### src/rtl/mem_access_unit.sv
// Byte-wide data memory initiator: turns byte/halfword load/store requests into
// one or two single-byte little-endian memory accesses and returns a one-cycle response.
module mem_access_unit #(
  parameter int ADDR_W   = 7,
  parameter bit SIGN_EXT = 1'b0
) (
  input  logic              clk,
  input  logic              rstN,
  input  logic              reqValid,
  output logic              reqReady,
  input  logic              reqWrite,
  input  logic              reqSize,
  input  logic [ADDR_W-1:0] reqAddr,
  input  logic [15:0]       reqWData,
  output logic              respValid,
  output logic [15:0]       respRData,
  output logic [ADDR_W-1:0] lineNumber,
  output logic [7:0]        memIn,
  output logic              memRead,
  output logic              memWrite,
  input  logic [7:0]        memOut,
  output logic [2:0]        dbgState
);

  // Handshake: a request transfers on a rising edge where reqValid && reqReady;
  // reqReady is registered and only high in IDLE, so req* is sampled exactly once.
  localparam logic [2:0] S_IDLE = 3'd0;
  localparam logic [2:0] S_ACC0 = 3'd1;
  localparam logic [2:0] S_ACC1 = 3'd2;
  localparam logic [2:0] S_CAP  = 3'd3;
  localparam logic [2:0] S_DONE = 3'd4;

  logic [2:0]        state_q, state_d;
  logic              ready_q, ready_d;
  logic              write_q, write_d;
  logic              size_q, size_d;
  logic [ADDR_W-1:0] addr_q, addr_d;
  logic [15:0]       wdata_q, wdata_d;
  logic [7:0]        cap_q, cap_d;
  logic [15:0]       resp_q, resp_d;

  always_comb begin
    state_d = state_q;
    ready_d = 1'b0;
    write_d = write_q;
    size_d  = size_q;
    addr_d  = addr_q;
    wdata_d = wdata_q;
    cap_d   = cap_q;
    resp_d  = resp_q;
    case (state_q)
      S_IDLE: begin
        if (ready_q && reqValid) begin
          state_d = S_ACC0;
          write_d = reqWrite;
          size_d  = reqSize;
          addr_d  = reqAddr;
          wdata_d = reqWData;
        end else begin
          ready_d = 1'b1;
        end
      end
      S_ACC0: begin
        if (size_q) begin
          state_d = S_ACC1;
        end else if (write_q) begin
          state_d = S_DONE;
          resp_d  = 16'h0000;
        end else begin
          state_d = S_CAP;
        end
      end
      S_ACC1: begin
        // memOut here carries the low byte read during ACC0.
        if (write_q) begin
          state_d = S_DONE;
          resp_d  = 16'h0000;
        end else begin
          state_d = S_CAP;
          cap_d   = memOut;
        end
      end
      S_CAP: begin
        state_d = S_DONE;
        if (size_q) begin
          resp_d = {memOut, cap_q};
        end else begin
          resp_d = {{8{SIGN_EXT & memOut[7]}}, memOut};
        end
      end
      S_DONE: begin
        state_d = S_IDLE;
        ready_d = 1'b1;
      end
      default: begin
        state_d = S_IDLE;
      end
    endcase
  end

  always_ff @(posedge clk or negedge rstN) begin
    if (!rstN) begin
      state_q <= S_IDLE;
      ready_q <= 1'b0;
      write_q <= 1'b0;
      size_q  <= 1'b0;
      addr_q  <= '0;
      wdata_q <= 16'h0000;
      cap_q   <= 8'h00;
      resp_q  <= 16'h0000;
    end else begin
      state_q <= state_d;
      ready_q <= ready_d;
      write_q <= write_d;
      size_q  <= size_d;
      addr_q  <= addr_d;
      wdata_q <= wdata_d;
      cap_q   <= cap_d;
      resp_q  <= resp_d;
    end
  end

  // Memory ports decode only registered state; a store drives memWrite, a load memRead.
  always_comb begin
    lineNumber = '0;
    memIn      = 8'h00;
    memRead    = 1'b0;
    memWrite   = 1'b0;
    case (state_q)
      S_ACC0: begin
        lineNumber = addr_q;
        memIn      = wdata_q[7:0];
        memWrite   = write_q;
        memRead    = !write_q;
      end
      S_ACC1: begin
        lineNumber = addr_q + ADDR_W'(1);
        memIn      = wdata_q[15:8];
        memWrite   = write_q;
        memRead    = !write_q;
      end
      default: begin
        lineNumber = '0;
      end
    endcase
  end

  assign reqReady  = ready_q;
  assign respValid = (state_q == S_DONE);
  assign respRData = resp_q;
  assign dbgState  = state_q;

endmodule

### config.mk
export PLATFORM = sky130hd
export DESIGN_NAME = mem_access_unit
export DESIGN_NICKNAME = d
export VERILOG_FILES = /design/src/rtl/mem_access_unit.sv
export SDC_FILE = /design/constraint.sdc
export NUM_CORES = 1
export LEC_CHECK = 0
export BUFFER_PORTS_ARGS = -buffer_cell sky130_fd_sc_hd__buf_2
export CAP_MARGIN = 40
export CORE_ASPECT_RATIO = 0.5
export CORE_MARGIN = 2
export CORE_UTILIZATION = 45
export CTS_CLUSTER_SIZE = 25
export DETAILED_ROUTE_END_ITERATION = 16
export PLACE_DENSITY = 0.7
export SYNTH_ARGS = -nofsm -noshare
export SYNTH_HDL_FRONTEND = slang
export SYNTH_SLANG_ARGS = --single-unit
### constraint.sdc
create_clock -name clk -period 2.2 [get_ports clk]
set_input_delay 0.33 -clock clk [delete_from_list [all_inputs] [get_ports clk]]
set_output_delay 0.33 -clock clk [all_outputs]
set_load 0.02 [all_outputs]
==> impl_results.md <==
- Outcome: completed
- Layout Skew: between 6 and 7 ps
- Layout Area Growth over Synthesis: 24.2%
- Power Density: 1570 mW/mm2
- Vias per cell: between 5 and 6
- Synth Net Count: 222
- Max rail drop VDD: 0.667 mV
- Num rows: 19
- Yosys warnings: 0
- Via total after detailed routing: 1,799
- Post-DP HPWL: 3.60 mm
- Worst hold path type: in2async
- Clock Path Buffers: 2
- Clock transition at the registers of the reported paths: 100 ps
- Synth area leaders: dfrtp_1 53%, mux2_4 12%, a22o_1 6.0%, mux2_2 5.9%, mux2i_1 3.6%
- N_diodes: 0
- CORE AREA: between 0.005 and 0.006 mm2
- Worst EP arrival: 1780 ps
- Worst setup path startpoint: dbgState[0]
- Setup crit end kind: primary output
- CP peak stage delay: just under 400 ps
- Routed WL: 5.25 mm
- Die width: around 110 um
- Sink Count: 53
- Critical path launch point type: register
- RSZ-0062 raised after global routing: no
- Synthesized flop and latch total: 53
- Max transition margin: 55.5%
- Worst path top cell family by delay: buffers and inverters
- Cts bufs inserted: 5
- Most frequent cells after synthesis: 53 x dfrtp_1, 20 x mux2_4, 17 x a22o_1
- Root Driver: clkbuf_8
- Seq/Total Area, Yosys: 53.3%
- Clk Latency, worst-skew pair: 300 ps
- Antenna violations before repair: 0
- Die H: about 57 um
- Final nets: approximately 300
- All-Layer GR Usage: 17.7%
- Post-synth EDFFs: 0
- Buffers on Ports: 73
- Final Cycle Share: between 90 and 100%
- Netlist cell types: 31
- Area leader, netlist: dfrtp_1
- Fin. Hold Viols: 0
- Antenna viol nets, final: 0
- Synthesized instance count: approximately 190
- Flop-to-flop setup slack: about 340 ps
- Initial drt markers: between 70 and 80
- Worst r2r dst: wdata_q[6]
- Worst reg-to-reg path cell count: 3
- Syn Area/Cell: 13.5 um2
- # DRC: 0
- Max-cap violations: 0
- Leakage Power: 1.61 nW
- Worst EP required: 1870 ps
- Gr ovfl total: 0
- Io pins: 74
- CP Buf/Inv Count: 3
- Initial Utilization: between 40% and 50%
- Final min period: 2110 ps
- # placed instances: 326
- Final non-filler cell total: around 340
- Slew Limit Fails: 0
- Storage cell area: 0.00133 mm2
- Worst-path maximum fanout: 16
- Final count of negative-setup-slack endpoints: 0
- Ys async rst share: 100%
- Worst-Margin Slew: 665 ps
- GP Congestion: 0.715
- Post-synth top area share: 53.3%
- Peak Freq: 0.475 GHz
- Largest net degree at the start of global routing: 54
- Multi-input gate area: 0.00107 mm2
- CP Class: reg2out
- Top-count cell post-synth: dfrtp_1
- Global-route wire length before repair: 8.42 mm
- CP max-delay cell: dfrtp_1
- CTS tree: done
- Die ar.: 0.00618 mm2
- Worst flop-to-flop path startpoint: dbgState[0]
- Netlist Area Pre-Place: about 0.0025 mm2
- TritonRoute pass-1 iters: 4
- Vias in the first global route: 1,786
- Layout cell share with drive strength beyond 1: 51.9%
- # fillers: 475
- H-tree Lvls: 2
- Primary FF master, synth: dfrtp_1
- PnR Total Power: 0.00484 W
- Cells along the critical path: buf_4 > nor3b_2 > buf_6 > a21oi_1 > o21ai_0 > buf_2
- WL/cell: 15.5 um
- Setup TNS Final: 0 ps
## flip-flops by register name (all words and copies together), names as in the netlist
signal     count
respRData     16
wdata_q       16
cap_q          8
addr_q         7
dbgState       3
reqReady       1
size_q         1
write_q        1
## layout by cell type (no fill, tap or decap), types with 2 or more instances in the layout
cell | netlist | final
a21oi_1 | 4 | 4
a22o_1 | 17 | 17
inv_1 | 5 | 5
or4_4 | 1 | 3
mux2_2 | 13 | 13
clkbuf_8 | 0 | 5
nand2_1 | 8 | 8
nor2_1 | 4 | 4
buf_6 | 2 | 4
a21o_1 | 2 | 2
buf_4 | 0 | 10
o21ai_0 | 5 | 5
nand3b_1 | 3 | 3
nand3_2 | 0 | 3
nor3b_2 | 2 | 2
o2bb2ai_1 | 8 | 8
or3_1 | 2 | 2
o211ai_1 | 2 | 2
buf_2 | 3 | 71
mux2_4 | 20 | 20
mux2i_1 | 9 | 9
dfrtp_1 | 53 | 53
## area by class of cell
cell class              count  share of cell area [%]
flip-flops and latches     53                    42.9
clock buffers               5                    2.23
well taps                  73                    2.95
clock inverters             3                   0.688
inverters                   5                   0.607
repair buffers             86                    16.0
multi-input cells         114                    34.6
## stage by stage
step	util [%]	setup WS, ps	cell area (um2)	hold WS, ps
CTS	56.0	0.771	3040	154
global placement	53.6	291	2910	470
detailed placement	53.6	243	2910	474
finish	57.0	93.7	3090	129
floorplan	-	72.0	2490	34.4
global route	57.0	11.4	3090	189
## cells by family after synthesis
family	after synthesis	synth area share, %
muxes	42	21.6
buffers and inverters	18	4.77
adders and majority gates	1	0.502
and+or+nand+nor	33	8.09
AOI/OAI and AO/OA	38	11.8
DFF	53	53.3
## power by group
group / switching [W] / internal [W] / leakage, nW / total [W]
combinational: 0.00126 / 0.00124 / 0.903 / 0.00249
sequential: 0.000334 / 0.00147 / 0.660 / 0.00180
clock: 0.000325 / 0.000226 / 0.0445 / 0.000552
total: 0.00192 / 0.00293 / 1.61 / 0.00484
## what timing repair did
item                                    CTS  global route
resized for setup                         9             3
endpoints found under the setup margin    2             3
hold buffers                              0             0
pin swaps                                 1             4
buffers inserted                          1             4
cloned                                    0             0
## worst max-delay path by stage
stage | to | slack [ps] | cells after the start
finish | lineNumber[3] | 90 | 6
detailed placement | lineNumber[6] | 240 | 4
global placement | lineNumber[5] | 290 | 4
floorplan | lineNumber[5] | 70 | 5
global route | lineNumber[3] | 10 | 6
CTS | lineNumber[6] | 0.8 | 4
## layer usage
| metal | GRT usage [%] | wire length (um) | up-vias |
|---|---|---|---|
| met5 | 0 | 0 | - |
| met4 | 4.88 | 62 | 0 |
| met3 | 4.41 | 211 | 7 |
| met2 | 28.3 | 2610 | 36 |
| met1 | 24.0 | 2370 | 920 |
| li1 | - | - | 836 |
Power figures use the tool's default switching activity.
